File: src/rtl/button_event_decoder_pkg.sv
// Shared types and width helpers for the button event decoder.
package button_event_decoder_pkg;

  localparam int unsigned STATE_W = 3;

  typedef enum logic [STATE_W-1:0] {
    ST_IDLE         = 3'd0,
    ST_PRESSED      = 3'd1,
    ST_LONG_HELD    = 3'd2,
    ST_WAIT_SECOND  = 3'd3,
    ST_WAIT_RELEASE = 3'd4
  } state_t;

  // Registered output bundle: four one-cycle event pulses plus the held level.
  typedef struct packed {
    logic press_short;
    logic press_double;
    logic press_long;
    logic press_repeat;
    logic held;
  } events_t;

  // Prescaler width; a divide-by-one prescaler still needs one bit.
  function automatic int unsigned presc_width(input int unsigned div);
    return (div > 1) ? $clog2(div) : 1;
  endfunction

  function automatic int unsigned max3(input int unsigned a, input int unsigned b,
                                       input int unsigned c);
    int unsigned m;
    m = (a > b) ? a : b;
    return (m > c) ? m : c;
  endfunction

endpackage

File: src/rtl/button_unit_timer.sv
// Prescaler plus unit counter; restart clears both so thresholds count from state entry.
module button_unit_timer #(
  parameter int unsigned TICK_DIV = 100000,
  parameter int unsigned PRESC_W  = 17,
  parameter int unsigned UNIT_W   = 11
) (
  input  logic              clk,
  input  logic              rst,
  input  logic              restart,
  output logic              tick_c,
  output logic [UNIT_W-1:0] units
);

  localparam logic [PRESC_W-1:0] PRESC_LAST = PRESC_W'(TICK_DIV - 1);

  logic [PRESC_W-1:0] presc;

  // Unit tick fires in the last prescaler cycle of each unit.
  assign tick_c = (presc == PRESC_LAST);

  // Prescaler wraps on tick; unit counter advances on tick.
  always_ff @(posedge clk or negedge rst) begin
    if (!rst) begin
      presc <= '0;
      units <= '0;
    end else if (restart) begin
      presc <= '0;
      units <= '0;
    end else if (tick_c) begin
      presc <= '0;
      units <= units + UNIT_W'(1);
    end else begin
      presc <= presc + PRESC_W'(1);
    end
  end

endmodule

File: src/rtl/button_event_decoder.sv
// Classifies debounced button presses into short/double/long/repeat pulses.
module button_event_decoder
  import button_event_decoder_pkg::*;
#(
  parameter int unsigned TICK_DIV  = 100000,
  parameter int unsigned LONG_MS   = 800,
  parameter int unsigned REPEAT_MS = 200,
  parameter int unsigned DOUBLE_MS = 300
) (
  input  logic clk,
  input  logic rst,
  input  logic btn,
  output logic press_short,
  output logic press_double,
  output logic press_long,
  output logic press_repeat,
  output logic held
);

  localparam int unsigned PRESC_W = presc_width(TICK_DIV);
  localparam int unsigned UNIT_W  = $clog2(max3(LONG_MS, REPEAT_MS, DOUBLE_MS)) + 1;

  // A threshold of N units is hit on the tick that completes unit N-1.
  localparam logic [UNIT_W-1:0] LONG_LAST   = UNIT_W'(LONG_MS - 1);
  localparam logic [UNIT_W-1:0] REPEAT_LAST = UNIT_W'(REPEAT_MS - 1);
  localparam logic [UNIT_W-1:0] DOUBLE_LAST = UNIT_W'(DOUBLE_MS - 1);

  state_t              state, state_next;
  events_t             ev_q, ev_next;
  logic                btn_q;
  logic                armed;
  logic                rise_c, fall_c;
  logic                restart_c;
  logic                tick_c;
  logic [UNIT_W-1:0]   units;

  // A level already high at reset release must not count as a press.
  assign rise_c = btn & ~btn_q & armed;
  assign fall_c = ~btn & btn_q;

  // Edge-detect register; armed once the button has been seen released.
  always_ff @(posedge clk or negedge rst) begin
    if (!rst) begin
      btn_q <= 1'b0;
      armed <= 1'b0;
    end else begin
      btn_q <= btn;
      armed <= armed | ~btn;
    end
  end

  button_unit_timer #(
    .TICK_DIV (TICK_DIV),
    .PRESC_W  (PRESC_W),
    .UNIT_W   (UNIT_W)
  ) u_timer (
    .clk     (clk),
    .rst     (rst),
    .restart (restart_c),
    .tick_c  (tick_c),
    .units   (units)
  );

  // State register and registered output stage.
  always_ff @(posedge clk or negedge rst) begin
    if (!rst) begin
      state <= ST_IDLE;
      ev_q  <= '0;
    end else begin
      state <= state_next;
      ev_q  <= ev_next;
    end
  end

  // Next-state, event decode and timer restart.
  always_comb begin
    state_next = state;
    ev_next    = '0;
    restart_c  = 1'b0;
    unique case (state)
      ST_IDLE: begin
        if (rise_c) state_next = ST_PRESSED;
      end
      ST_PRESSED: begin
        if (fall_c) begin
          if (DOUBLE_MS == 0) begin
            ev_next.press_short = 1'b1;
            state_next          = ST_IDLE;
          end else begin
            state_next = ST_WAIT_SECOND;
          end
        end else if (tick_c && units == LONG_LAST) begin
          ev_next.press_long = 1'b1;
          state_next         = ST_LONG_HELD;
        end
      end
      ST_LONG_HELD: begin
        if (fall_c) begin
          state_next = ST_IDLE;
        end else if (tick_c && units == REPEAT_LAST) begin
          ev_next.press_repeat = 1'b1;
          restart_c            = 1'b1;
        end
      end
      ST_WAIT_SECOND: begin
        if (rise_c) begin
          ev_next.press_double = 1'b1;
          state_next           = ST_WAIT_RELEASE;
        end else if (tick_c && units == DOUBLE_LAST) begin
          ev_next.press_short = 1'b1;
          state_next          = ST_IDLE;
        end
      end
      ST_WAIT_RELEASE: begin
        if (fall_c) state_next = ST_IDLE;
      end
      default: state_next = ST_IDLE;
    endcase
    ev_next.held = (state_next == ST_LONG_HELD);
    // Untimed states keep the timer parked at zero.
    if (state_next != state || state == ST_IDLE || state == ST_WAIT_RELEASE)
      restart_c = 1'b1;
  end

  assign press_short  = ev_q.press_short;
  assign press_double = ev_q.press_double;
  assign press_long   = ev_q.press_long;
  assign press_repeat = ev_q.press_repeat;
  assign held         = ev_q.held;

endmodule

File: config.mk
export PLATFORM = sky130hd
export DESIGN_NAME = button_event_decoder
export DESIGN_NICKNAME = d
export VERILOG_FILES = /design/src/rtl/button_event_decoder_pkg.sv /design/src/rtl/button_unit_timer.sv /design/src/rtl/button_event_decoder.sv
export SDC_FILE = /design/constraint.sdc
export NUM_CORES = 1
export LEC_CHECK = 0
export CAP_MARGIN = 0
export CORE_ASPECT_RATIO = 1.25
export CORE_MARGIN = 1
export CORE_UTILIZATION = 39
export CTS_CLUSTER_DIAMETER = 150
export DETAILED_ROUTE_END_ITERATION = 7
export GPL_ROUTABILITY_DRIVEN = 0
export GPL_TIMING_DRIVEN = 0
export PLACE_DENSITY = 0.61
export SLEW_MARGIN = 40
export SYNTH_ARGS = -nofsm -noshare
export SYNTH_HDL_FRONTEND = slang
export SYNTH_SLANG_ARGS = --single-unit
File: constraint.sdc
create_clock -name clk -period 4.4 [get_ports clk]
set_input_delay 0.44 -clock clk [delete_from_list [all_inputs] [get_ports clk]]
set_output_delay 0.44 -clock clk [all_outputs]
set_load 0.1 [all_outputs]
==> flow_metrics.env <==
export IMPL_final_util_pct=46.9
export IMPL_vias=1499
export IMPL_wl_mm=3.82
export IMPL_drt_pass1_iterations=4
export IMPL_core_mm2=0.00483
export IMPL_yosysTopAreaCellShare_pct=47.2
export IMPL_fillCellCount=459
export IMPL_cts_buffers_inserted=5
export IMPL_syn_nets=209
export IMPL_cts_path_max_buffers=2
export IMPL_maxSlewViolCount=0
export IMPL_clock_skew_final_ns=0.00614
export IMPL_synth_ff_type="dfrtp_1"
export IMPL_area_delta_synth_final_pct=12.7
export IMPL_netlist_top_cells_count="38 x dfrtp_1, 24 x nor3_1, 20 x nand2_1, 19 x nor2_1, 15 x xor2_1"
export IMPL_grt_util_all_layers_pct=16.8
export IMPL_rsz0062_at_grt="false"
export IMPL_drc=0
export IMPL_vdd_drop_max_mv=0.176
export IMPL_dp_cells=270
export IMPL_die_height_um=82.3
export IMPL_dieArea_mm2=0.00545
export IMPL_ys_async_sr_fraction_pct=100
export IMPL_min_period_ns=2.21
export IMPL_endpoint_kind="flip-flop"
export IMPL_synthCells=203
export IMPL_insertion_delay_ns=0.29
export IMPL_synth_seq_area_share_pct=47.2
export IMPL_synth_edff_count=0
export IMPL_grt_overflow_total=0
export IMPL_clock_sinks=38
export IMPL_root_buffer="clkbuf_8"
export IMPL_drt_iter0_drc=122
export IMPL_critical_path_class="in -> reg"
export IMPL_dpl_hpwl_mm=2.70
export IMPL_tightest_slew_ns=0.467
export IMPL_die_x_um=66.3
export IMPL_fin_crit_sh_pct=50.3
export IMPL_cts_repair_resized=0
export IMPL_fmax_ghz=0.452
export IMPL_total_power_uw=980
export IMPL_netlist_top_cells_area="dfrtp_1 47%, xor2_1 6.5%, nor3_1 6.0%"
export IMPL_synth_seq_cells=38
export IMPL_finalHoldViolations=0
export IMPL_io_buffers=7
export IMPL_power_density_mw_per_mm2=432
export IMPL_final_cells=278
export IMPL_antenna_found_initial=0
export IMPL_synth_most_common_cell="dfrtp_1"
export IMPL_rows=28
export IMPL_cts_setup_buffers=0
export IMPL_num_antenna_cells=0
export IMPL_crit_required_ns=4.58
export IMPL_critPathLaunchType="input port"
export IMPL_critPathArrivalTime_ns=2.39
export IMPL_cp_max_fo=10
export IMPL_cts_tree="done"
export IMPL_status="complete, no violations"
export IMPL_vias_per_cell=5.39
export IMPL_hp_class="in -> async"
export IMPL_grt_pass1_wl_mm=6.90
export IMPL_avgSynthCellArea_um2=9.92
export IMPL_yosys_area_top_type="dfrtp_1"
export IMPL_finalSetupTns_ns=0
export IMPL_yosysUniqueCellTypes=40
export IMPL_syn_area_mm2=0.00201
export IMPL_ctsHoldBuffers=0
export IMPL_leakage_nw=0.956
export IMPL_final_layout_size_suffix_gt1_share_pct=12.4
export IMPL_nets=223
export IMPL_max_slew_margin_rel_pct=68.6
export IMPL_start_util_pct=41.6
export IMPL_cts_htree_levels=2
export IMPL_ys_warn_count=0
export IMPL_ios=8
export IMPL_grt_pass1_vias=1496
export IMPL_grt_max_degree=39
export IMPL_wl_per_cell_um=13.7
export IMPL_drv_cap=0
export IMPL_setup_violations_final=0
export IMPL_clkSlewWorstSetupHoldPaths_ns=0.08
export IMPL_holdWs_ns=0.102
export IMPL_ant_nets=0
==> registers in the layout, summed over array words and instances, names as in the netlist <==
name,flops
u_timer.units,11
state,3
held,1
press_double,1
press_short,1
u_timer.presc,17
armed,1
press_long,1
press_repeat,1
btn_q,1
==> per-layer routing <==
layer | vias to the layer above | wire [um] | GRT usage (%)
met4 | 0 | 70 | 5.96
met1 | 724 | 1760 | 20.4
met3 | 6 | 111 | 3.71
li1 | 747 | - | -
met2 | 22 | 1880 | 29.1
met5 | - | 0 | 0
==> power breakdown <==
| part | internal, mW | total [mW] | switching (mW) |
|---|---|---|---|
| combinational | 0.0719 | 0.235 | 0.163 |
| clock | 0.227 | 0.356 | 0.128 |
| sequential | 0.370 | 0.390 | 0.0196 |
==> final cells by class <==
class / instances / area, um2 / share of cell area, %
Timing Repair Buffer: 7 / 42.5 / 1.88
Tap cell: 60 / 75.1 / 3.31
Sequential cell: 38 / 951 / 41.9
Buffer: 7 / 46.3 / 2.04
Clock inverter: 3 / 68.8 / 3.03
Multi-Input combinational cell: 155 / 1000 / 44.3
Clock buffer: 5 / 68.8 / 3.03
Inverter: 3 / 11.3 / 0.496
==> cells by family (layout without fill, tap and decap cells) <==
kind of cell	after synthesis	after routing	synth area share (%)
AOI/OAI and AO/OA	13	13	4.48
and+or+nand+nor	114	114	32.6
xor gates and xnor gates	24	24	10.4
buffers and inverters	10	25	2.86
DFF	38	38	47.2
adders and majority gates	3	3	1.86
muxes	1	1	0.497
==> stage by stage <==
stage	area (um2)	setup WS, ns
finish	2270	2.19
global route	2270	2.04
CTS	2270	2.18
detailed placement	2130	1.88
global placement	2160	1.89
floorplan	2010	2.62
==> cells in the final DEF (no fill, tap or decap), types with 3 or more instances in the layout <==
| cell | count |
|---|---|
| inv_1 | 3 |
| and3_1 | 6 |
| nor2_1 | 19 |
| xnor2_1 | 9 |
| o21ai_0 | 4 |
| dfrtp_1 | 38 |
| nor3_1 | 24 |
| nand4_1 | 9 |
| clkbuf_8 | 5 |
| buf_2 | 6 |
| nand3_1 | 8 |
| nand2_1 | 20 |
| and4_1 | 5 |
| ha_1 | 3 |
| xor2_1 | 15 |
| nand3b_1 | 3 |
| clkbuf_1 | 3 |
| nor4b_1 | 4 |
==> path summary, 6_finish.rpt <==
kind	from	to	slack (ns)	cells past startpoint
worst max-delay path	btn	u_timer.units[1]	2.19	7
worst min-delay path	rst	u_timer.presc[6]	0.10	1
worst max register to register	u_timer.units[0]	u_timer.units[1]	2.25	8
worst min register to register	u_timer.presc[0]	u_timer.presc[0]	0.49	1
max in group asynchronous	rst	u_timer.units[3]	3.97	1
min in group clk	u_timer.presc[0]	u_timer.presc[0]	0.49	1
==> critical path, cell delays in order <==
cell and delay [ns]:
clkdlybuf4s50_1 0.57, nor2b_1 0.13, or4_4 0.50, a2bb2oi_1 0.18
o21ai_4 0.32, buf_6 0.19, nor3_1 0.06
No activity file was read; power rests on OpenSTA's default activity.
